`src/rtl/mouse_sprite_ctrl.sv`:
```
// Mouse sprite controller: sequences sprite-RAM clear/stream-load writes and
// double-buffers the sprite origin so it only moves at frame start.
module mouse_sprite_ctrl #(
  parameter int unsigned CD = 12,
  parameter int unsigned ADDR = 12,
  parameter logic [CD-1:0] KEY_COLOR = '0
) (
  input  logic            clk,
  input  logic            reset_n,
  input  logic            cmd_clear,
  input  logic            cmd_load,
  input  logic            cmd_abort,
  input  logic            s_valid,
  input  logic [CD-1:0]   s_data,
  output logic            s_ready,
  input  logic            pos_we,
  input  logic [10:0]     pos_x_in,
  input  logic [10:0]     pos_y_in,
  input  logic            frame_start,
  output logic            we,
  output logic [ADDR-1:0] addr_w,
  output logic [CD-1:0]   pixel_out,
  output logic [10:0]     x0,
  output logic [10:0]     y0,
  output logic            busy,
  output logic            done
);

  localparam int unsigned CW = ADDR + 1;
  localparam int unsigned POS_W = 11;
  localparam logic [CW-1:0] CNT_FULL = CW'(1) << ADDR;
  localparam logic [CW-1:0] CNT_LAST = CNT_FULL - CW'(1);

  typedef enum logic [1:0] {
    IDLE  = 2'd0,
    CLEAR = 2'd1,
    LOAD  = 2'd2
  } state_t;

  state_t            state_q, state_d;
  logic [CW-1:0]     cnt_q, cnt_d;
  logic              hs;

  logic              we_d, s_ready_d, busy_d, done_d;
  logic [ADDR-1:0]   addr_d;
  logic [CD-1:0]     pixel_d;

  logic [POS_W-1:0]  pend_x, pend_y;
  logic              pend;

  assign hs = s_valid && s_ready;

  // State and counter register
  always_ff @(posedge clk or negedge reset_n) begin
    if (!reset_n) begin
      state_q <= IDLE;
      cnt_q   <= '0;
    end else begin
      state_q <= state_d;
      cnt_q   <= cnt_d;
    end
  end

  // Next state; in CLEAR cnt is the address on the bus, in LOAD it counts handshakes
  always_comb begin
    state_d = state_q;
    cnt_d   = cnt_q;
    unique case (state_q)
      IDLE: begin
        if (cmd_clear) begin
          state_d = CLEAR;
          cnt_d   = '0;
        end else if (cmd_load) begin
          state_d = LOAD;
          cnt_d   = '0;
        end
      end
      CLEAR: begin
        if (cmd_abort || cnt_q == CNT_LAST) begin
          state_d = IDLE;
          cnt_d   = '0;
        end else begin
          cnt_d = cnt_q + CW'(1);
        end
      end
      LOAD: begin
        if (cmd_abort || cnt_q == CNT_FULL) begin
          state_d = IDLE;
          cnt_d   = '0;
        end else if (hs) begin
          cnt_d = cnt_q + CW'(1);
        end
      end
      default: begin
        state_d = IDLE;
        cnt_d   = '0;
      end
    endcase
  end

  // Next values of the registered outputs
  always_comb begin
    we_d      = 1'b0;
    s_ready_d = 1'b0;
    busy_d    = 1'b0;
    done_d    = 1'b0;
    addr_d    = addr_w;
    pixel_d   = pixel_out;
    unique case (state_q)
      IDLE: begin
        if (cmd_clear) begin
          we_d    = 1'b1;
          addr_d  = '0;
          pixel_d = KEY_COLOR;
          busy_d  = 1'b1;
        end else if (cmd_load) begin
          s_ready_d = 1'b1;
          busy_d    = 1'b1;
        end
      end
      CLEAR: begin
        if (!cmd_abort) begin
          if (cnt_q == CNT_LAST) begin
            done_d = 1'b1;
          end else begin
            we_d    = 1'b1;
            addr_d  = ADDR'(cnt_q + CW'(1));
            pixel_d = KEY_COLOR;
            busy_d  = 1'b1;
          end
        end
      end
      LOAD: begin
        if (!cmd_abort) begin
          if (cnt_q == CNT_FULL) begin
            done_d = 1'b1;
          end else begin
            busy_d    = 1'b1;
            s_ready_d = !(hs && cnt_q == CNT_LAST);
            if (hs) begin
              we_d    = 1'b1;
              addr_d  = ADDR'(cnt_q);
              pixel_d = s_data;
            end
          end
        end
      end
      default: begin
        we_d = 1'b0;
      end
    endcase
  end

  // Output register
  always_ff @(posedge clk or negedge reset_n) begin
    if (!reset_n) begin
      we        <= 1'b0;
      addr_w    <= '0;
      pixel_out <= '0;
      s_ready   <= 1'b0;
      busy      <= 1'b0;
      done      <= 1'b0;
    end else begin
      we        <= we_d;
      addr_w    <= addr_d;
      pixel_out <= pixel_d;
      s_ready   <= s_ready_d;
      busy      <= busy_d;
      done      <= done_d;
    end
  end

  // Origin double-buffer: a pending value is applied at frame start, a same-cycle write stays pending
  always_ff @(posedge clk or negedge reset_n) begin
    if (!reset_n) begin
      pend_x <= '0;
      pend_y <= '0;
      pend   <= 1'b0;
      x0     <= '0;
      y0     <= '0;
    end else begin
      if (frame_start && pend) begin
        x0 <= pend_x;
        y0 <= pend_y;
      end
      if (pos_we) begin
        pend_x <= pos_x_in;
        pend_y <= pos_y_in;
        pend   <= 1'b1;
      end else if (frame_start) begin
        pend   <= 1'b0;
      end
    end
  end

endmodule

```
`config.mk`:
```
export PLATFORM = sky130hd
export DESIGN_NAME = mouse_sprite_ctrl
export DESIGN_NICKNAME = d
export VERILOG_FILES = /design/src/rtl/mouse_sprite_ctrl.sv
export SDC_FILE = /design/constraint.sdc
export NUM_CORES = 1
export LEC_CHECK = 0
export CORE_ASPECT_RATIO = 2
export CORE_MARGIN = 1
export CORE_UTILIZATION = 40
export CTS_CLUSTER_DIAMETER = 100
export CTS_CLUSTER_SIZE = 14
export DETAILED_ROUTE_END_ITERATION = 8
export PLACE_DENSITY = 0.72
export RECOVER_POWER = 100
export REMOVE_ABC_BUFFERS = 1
export SLEW_MARGIN = 10
export SYNTH_ARGS = -nofsm -noshare
export SYNTH_HDL_FRONTEND = slang
export SYNTH_SLANG_ARGS = --single-unit
```
`constraint.sdc`:
```
create_clock -name clk -period 3.5 [get_ports clk]
set_clock_uncertainty 0.15 [all_clocks]
set_input_delay 0.35 -clock clk [delete_from_list [all_inputs] [get_ports clk]]
set_output_delay 0.35 -clock clk [all_outputs]
set_load 0.01 [all_outputs]
```
# After elaboration in Yosys (flattened, before gate mapping)
# Cells that the tools add are included.
[word_totals] reg_bits=88 in_bits=42 out_inout_bits=50 word_cells=87
[classes] n_addsub=1 eq_ne=14 muxes=47 n_reduce_logical=12
[ops] cell="$mux 12" n=11
[ops] cell="$pmux 12 s3" n=2
[ops] cell="$mux 13" n=5
[ops] cell="$pmux 13 s3" n=1
[ops] cell="$mux 1" n=19
[ops] cell="$ne 2x2->1 const B" n=8
[ops] cell="$add 13x1->13 const B" n=1
[ops] cell="$eq 13x12->1 const B" n=1
[ops] cell="$eq 13x13->1 const B" n=1
[ops] cell="$mux 2" n=4
[ops] cell="$reduce_and 7->1" n=1
[ops] cell="$ne 3x3->1 const B" n=2
[ops] cell="$pmux 1 s3" n=2
[ops] cell="$pmux 2 s3" n=1
[ops] cell="$pmux 1 s2" n=2
[ops] cell="$logic_and 1x1->1" n=3
[ops] cell="$reduce_and 3->1" n=1
[ops] cell="$reduce_bool 3->1" n=1
[ops] cell="$eq 2x1->1 const B" n=1
[ops] cell="$eq 2x2->1 const B" n=1
[ops] cell="$logic_not 2->1" n=1
[ops] cell="$logic_or 1x1->1" n=2
[ops] cell="$reduce_and 2->1" n=1
[ops] cell="$reduce_bool 2->1" n=1
[ops] cell="$logic_not 1->1" n=1

# Longest topological paths before layout
[logic_depth] depth_word=6 ltp_mapped=9 depth_no_buf=7

# Worst setup path before layout
# Ideal clock, no wire load.
[synth_timing] kind="flip-flop to flip-flop" startpoint="register cnt_q[0]" endpoint="register addr_w[1]" setup_ps=125 arrival_ps=1975 path_slack_ps=1250 stages_incl_launch_ff=10 path_buffers=2 period_less_slack_ps=2250 path_cell_list="dfrtp_1 inv_1 ha_1 nor4bb_1 and4_1 a21oi_1 and4_1 buf_6 buf_6 mux2_4"
[synth_via] elab_chain_cells=4
[synth_lines] item="start: declaration" line_no="41" source="logic [CW-1:0] cnt_q, cnt_d;"
[synth_lines] item="start signal: assignment" line_no="60" source="cnt_q <= cnt_d;"
[synth_lines] item="$add 13x1->13" line_no="127" source="addr_d = ADDR'(cnt_q + CW'(1));"
[synth_lines] item="$mux 12" line_no="123" source="if (cnt_q == CNT_LAST) begin"
[synth_lines] item="$mux 12" line_no="122" source="if (!cmd_abort) begin"
[synth_lines] item="$pmux 12 s3" line_no="109" source="unique case (state_q)"
[synth_lines] item="end signal: assignment" line_no="165" source="addr_w <= addr_d;"
[synth_lines] item="end: declaration" line_no="21" source="output logic [ADDR-1:0] addr_w,"
# Several ways; a longest one is shown, not always the timed one. The select of a mux whose other input is x is not followed.
# A chain may end at the register's enable or synchronous reset.

# Worst setup path in the final report
[layout_timing] startpoint="register cnt_q[1]" endpoint="register cnt_q[6]"
[layout_via] elab_chain_cells=4
[layout_lines] item="$add 13x1->13 (tied with other cells)"
[layout_lines] item="$mux 13 (tied with other cells)" line_no="90" source="end else if (hs) begin"
[layout_lines] item="$mux 13 (tied with other cells)" line_no="87" source="if (cmd_abort || cnt_q == CNT_FULL) begin"
[layout_lines] item="$pmux 13 s3 / $reduce_and 2->1 (equally long branches)"
# Several ways; a longest one is shown, not always the timed one. The select of a mux whose other input is x is not followed.

==> impl_results.html <==
<table>
<tr><th>Metric</th><th>Value</th></tr>
<tr><th colspan="2">Pwr</th></tr>
<tr><td>Part of the total power dissipated in the clock network</td><td>roughly 29%</td></tr>
<tr><td>Switching Share</td><td>a little under a third</td></tr>
<tr><td>Standby leakage power</td><td>roughly 2.4 nW</td></tr>
<tr><td>Relative contribution of combinational cells to total power</td><td>34.8%</td></tr>
<tr><td>Sw power</td><td>1.13 mW</td></tr>
<tr><td>Cell-internal power</td><td>2.43 mW</td></tr>
<tr><td>Power per unit of standard cell area</td><td>between 600 and 700 nW/um^2</td></tr>
<tr><td>Part of the power in registers</td><td>36.2%</td></tr>
<tr><td>Maximum ir drop on the vdd rail</td><td>299 uV</td></tr>
<tr><th colspan="2">CTS</th></tr>
<tr><td>Number of setup buffers added after CTS</td><td>0</td></tr>
<tr><td>CTS tree</td><td>done</td></tr>
<tr><td>Total clock buffers created by CTS</td><td>9</td></tr>
<tr><td>Post-cts repair resize count</td><td>0</td></tr>
<tr><td>CTS Root Cell</td><td>clkbuf_16</td></tr>
<tr><td>H-tree levels</td><td>3</td></tr>
<tr><td>Clock edge transition at the registers on the reported setup and hold paths</td><td>0.06 ns</td></tr>
<tr><td>CTS Buffer Depth</td><td>2</td></tr>
<tr><td>Clock latency at the later pin of the worst-skew pair</td><td>0.33 ns</td></tr>
<tr><td>TritonCTS sink count</td><td>88</td></tr>
<tr><td>Total of hold buffers inserted after clock tree synthesis</td><td>1</td></tr>
<tr><th colspan="2">Critical path</th></tr>
<tr><td>Worst path slowest cell</td><td>nor4_1</td></tr>
<tr><td>Dominant delay contributor by cell family on the critical path</td><td>simple AND/OR/NAND/NOR gates</td></tr>
<tr><td>End of the worst register-to-register path</td><td>cnt_q[6]</td></tr>
<tr><td>Arrival time worst endpoint</td><td>3.02 ns</td></tr>
<tr><td>Startpoint type of the worst setup path</td><td>flop</td></tr>
<tr><td>Number of cells traversed by the worst register-to-register path</td><td>7</td></tr>
<tr><td>CP required</td><td>~3.6 ns</td></tr>
<tr><td>Maximum fanout along the worst path</td><td>12</td></tr>
<tr><td>Setup crit end kind</td><td>flop</td></tr>
<tr><td>Largest incremental delay on the critical path</td><td>0.65 ns</td></tr>
<tr><td>Crit path cell chain</td><td>ha_1 -&gt; nand3_1 -&gt; nor4_1 -&gt; o31a_1 -&gt; nor2_1 -&gt; buf_4 -&gt; a22o_2</td></tr>
<tr><td>Critical R2R Launch</td><td>cnt_q[1]</td></tr>
<tr><td>Type of the worst setup path</td><td>flop to flop</td></tr>
<tr><td>R2r setup slk</td><td>0.55 ns</td></tr>
<tr><td>Buffering stage count on the worst path with inverters included</td><td>1</td></tr>
<tr><th colspan="2">Global route</th></tr>
<tr><td>Maximum number of pins on one net before global-route repair</td><td>66</td></tr>
<tr><td>Via count of the first global-routing pass</td><td>between 3000 and 4000</td></tr>
<tr><td>Initial antenna violation count</td><td>0</td></tr>
<tr><td>Congestion Overflow GR</td><td>0</td></tr>
<tr><td>All-layer global routing usage</td><td>17.7%</td></tr>
<tr><td>First-pass GRT wire length</td><td>between 10000 and 15000 um</td></tr>
<tr><th colspan="2">Floorplanning</th></tr>
<tr><td>Initial standard-cell utilization of the core</td><td>41.2%</td></tr>
<tr><td>Floorplan row count</td><td>52</td></tr>
<tr><td>Vertical die dimension</td><td>147 um</td></tr>
<tr><td>CORE AREA</td><td>10100 sq um</td></tr>
<tr><td>Horizontal die dimension</td><td>74.3 um</td></tr>
<tr><td>Overall die area</td><td>10900 sq um</td></tr>
<tr><td>Number of placed I/O pins</td><td>92</td></tr>
<tr><th colspan="2">Placement</th></tr>
<tr><td>Buffers on Ports</td><td>around 90</td></tr>
<tr><td>Half-perimeter wire length of the detailed placement result</td><td>6550 um</td></tr>
<tr><td>Placed cell count</td><td>570</td></tr>
<tr><td>Routability Congestion</td><td>0.957</td></tr>
<tr><th colspan="2">Routing</th></tr>
<tr><td>Total wirelength of the detailed-routed design</td><td>8950 um</td></tr>
<tr><td>Routed Antenna Nets</td><td>0</td></tr>
<tr><td>DR vias</td><td>3036</td></tr>
<tr><td>DRC violation count after routing</td><td>0</td></tr>
<tr><td>DR WL/cell</td><td>15.3 um</td></tr>
<tr><td>Detailed Routing Iterations Pass 1</td><td>5</td></tr>
<tr><td>Vias per Instance</td><td>roughly 5.2</td></tr>
<tr><td>Initial DRC Count</td><td>110</td></tr>
<tr><th colspan="2">Run status</th></tr>
<tr><td>Violated checks</td><td>max-capacitance violations, max-slew violations</td></tr>
<tr><td>Outcome</td><td>complete, but fails checks</td></tr>
<tr><th colspan="2">Min path</th></tr>
<tr><td>Endpoint with the worst hold slack</td><td>pend</td></tr>
<tr><td>Class of the tightest hold or removal check</td><td>flop to flop</td></tr>
<tr><td>Worst Hold Depth</td><td>1</td></tr>
<tr><td>Source of the worst hold timing path</td><td>pend</td></tr>
<tr><th colspan="2">Timing</th></tr>
<tr><td>Portion of the clock cycle consumed by the worst path in the final layout</td><td>about 84%</td></tr>
<tr><td>Max Freq</td><td>0.339 GHz</td></tr>
<tr><td>Count of endpoints failing setup in the final report</td><td>0</td></tr>
<tr><td>Setup repair after global routing missed its margin</td><td>no</td></tr>
<tr><td>Number of failing hold endpoints at the final stage</td><td>0</td></tr>
<tr><td>Remaining max-slew budget at the tightest pin</td><td>-4.38%</td></tr>
<tr><td>Number of max-slew violations in the final report</td><td>66</td></tr>
<tr><td>Final worst path period need</td><td>2.95 ns</td></tr>
<tr><td>Transition time of the tightest slew-check pin</td><td>1.57 ns</td></tr>
<tr><td>Setup TNS</td><td>0 ns</td></tr>
<tr><td>Hold slack final</td><td>0.332 ns</td></tr>
<tr><th colspan="2">Logic synthesis</th></tr>
<tr><td>Warnings, synthesis</td><td>0</td></tr>
<tr><td>Proportion of register bits with asynchronous set or reset after synthesis</td><td>100%</td></tr>
<tr><td>Count of unique library cells instantiated by Yosys</td><td>51</td></tr>
<tr><td>Main flop type after synthesis</td><td>dfrtp_1</td></tr>
<tr><td>EDFF count, synth</td><td>0</td></tr>
<tr><td>Synthesized area divided by synthesized cell count</td><td>approximately 12 sq um</td></tr>
<tr><td>Cell area after synthesis</td><td>around 4200 sq um</td></tr>
<tr><td>Number of synthesized register bits</td><td>88</td></tr>
<tr><td>Count of mapped cells out of synthesis</td><td>361</td></tr>
<tr><td>Post-synthesis sequential area ratio</td><td>52.6%</td></tr>
<tr><th colspan="2">Layout</th></tr>
<tr><td>Layout Area Growth over Synthesis</td><td>30.3%</td></tr>
<tr><td>Filler-free cell count of the finished design</td><td>587</td></tr>
<tr><td>Antenna cells</td><td>0</td></tr>
<tr><td>Fraction of layout instances using a drive strength above 1</td><td>17.0%</td></tr>
<tr><td>Utilization after layout</td><td>53.7%</td></tr>
<tr><td>Leading cell type in the layout, fill and taps excluded</td><td>dfrtp_1</td></tr>
<tr><td>Fin nets</td><td>between 400 and 500</td></tr>
<tr><td>Highest-count cells in the layout ignoring fill and taps</td><td>dfrtp_1, dlygate4sd3_1, mux2_2</td></tr>
<tr><th colspan="2">Flow run</th></tr>
<tr><td>Number of maximum-capacitance violations</td><td>1</td></tr>
</table>
-- how the worst max path moves through the flow --
stage	start	slack, ns	endpoint	depth (start not counted)
after floorplan	state_q[0]	0.76	addr_w[0]	6
after global placement	state_q[0]	1.0	cnt_q[6]	8
after detailed placement	cnt_q[1]	0.90	cnt_q[6]	7
after CTS	cnt_q[1]	0.88	cnt_q[6]	7
after global routing	cnt_q[1]	0.38	cnt_q[6]	7
final	cnt_q[1]	0.55	cnt_q[6]	7
-- stage by stage --
| step | power [mW] | area, sq um | setup WS (ns) |
|---|---|---|---|
| after floorplan | 2.04 | 4020 | 0.759 |
| after global placement | 2.59 | 5150 | 0.997 |
| after detailed placement | 2.62 | 5150 | 0.899 |
| after CTS | 3.66 | 5490 | 0.879 |
| after global routing | 3.76 | 5450 | 0.376 |
| final | 3.55 | 5450 | 0.551 |
-- registers in the layout (all words and copies together), names as in the netlist --
name	flops
pixel_out	12
busy	1
cnt_q	13
we	1
y0	11
pend_y	11
s_ready	1
done	1
state_q	2
x0	11
pend_x	11
addr_w	12
pend	1
-- cell type report --
| type | count | area (sq um) |
|---|---|---|
| fill | 893 | 4700 |
| inverter | 27 | 101 |
| sequential | 88 | 2200 |
| clock buffer | 10 | 239 |
| multi-input combinational | 222 | 1690 |
| timing repair buffer | 99 | 961 |
| tap | 135 | 169 |
| clock inverter | 6 | 90.1 |
-- power by group through the flow --
stage / clock (mW) / sequential [mW] / combinational (mW)
after floorplan: 0 / 1.36 / 0.682
after global placement: 0 / 1.30 / 1.28
after detailed placement: 0 / 1.31 / 1.30
after CTS: 1.06 / 1.30 / 1.31
after global routing: 1.09 / 1.31 / 1.36
final: 1.03 / 1.29 / 1.24
-- routing by layer --
metal	GRT usage, %	vias to the layer above	part of all wire (%)
met3	2.55	25	4.0
met5	0	-	0
met4	9.72	0	3.7
met2	31.3	98	55
li1	-	1439	-
met1	19.6	1474	38
-- synthesized netlist by cell type, types with 2 or more instances --
| master | instances | share of area [%] |
|---|---|---|
| a21o_1 | 2 | 0.36 |
| a21oi_1 | 10 | 1.2 |
| a22o_1 | 12 | 2.5 |
| a31oi_1 | 2 | 0.30 |
| and2_1 | 2 | 0.30 |
| and3_1 | 3 | 0.45 |
| and4_1 | 2 | 0.42 |
| buf_1 | 3 | 0.27 |
| buf_2 | 5 | 0.60 |
| buf_4 | 4 | 0.72 |
| buf_6 | 7 | 1.9 |
| clkbuf_1 | 4 | 0.36 |
| dfrtp_1 | 88 | 53 |
| ha_1 | 6 | 1.8 |
| inv_1 | 27 | 2.4 |
| mux2_2 | 50 | 13 |
| mux2_4 | 3 | 1.1 |
| mux2i_1 | 18 | 4.3 |
| nand2_1 | 26 | 2.3 |
| nand3_1 | 4 | 0.48 |
| nand4_1 | 2 | 0.30 |
| nor2_1 | 15 | 1.3 |
| nor2b_1 | 5 | 0.75 |
| nor3_1 | 10 | 1.2 |
| nor4_1 | 3 | 0.45 |
| o21ai_0 | 22 | 2.6 |
| or3_1 | 2 | 0.30 |
-- cells by family after synthesis --
kind of cell,count (synthesis),share of synthesized area [%]
DFF,88,52.6
AOI/OAI and AO/OA,64,10.2
and+or+nand+nor,81,10.1
muxes,71,18.8
buffers and inverters,51,6.37
adders and majority gates,6,1.79
Note: power is estimated with default switching activity, not from simulation.
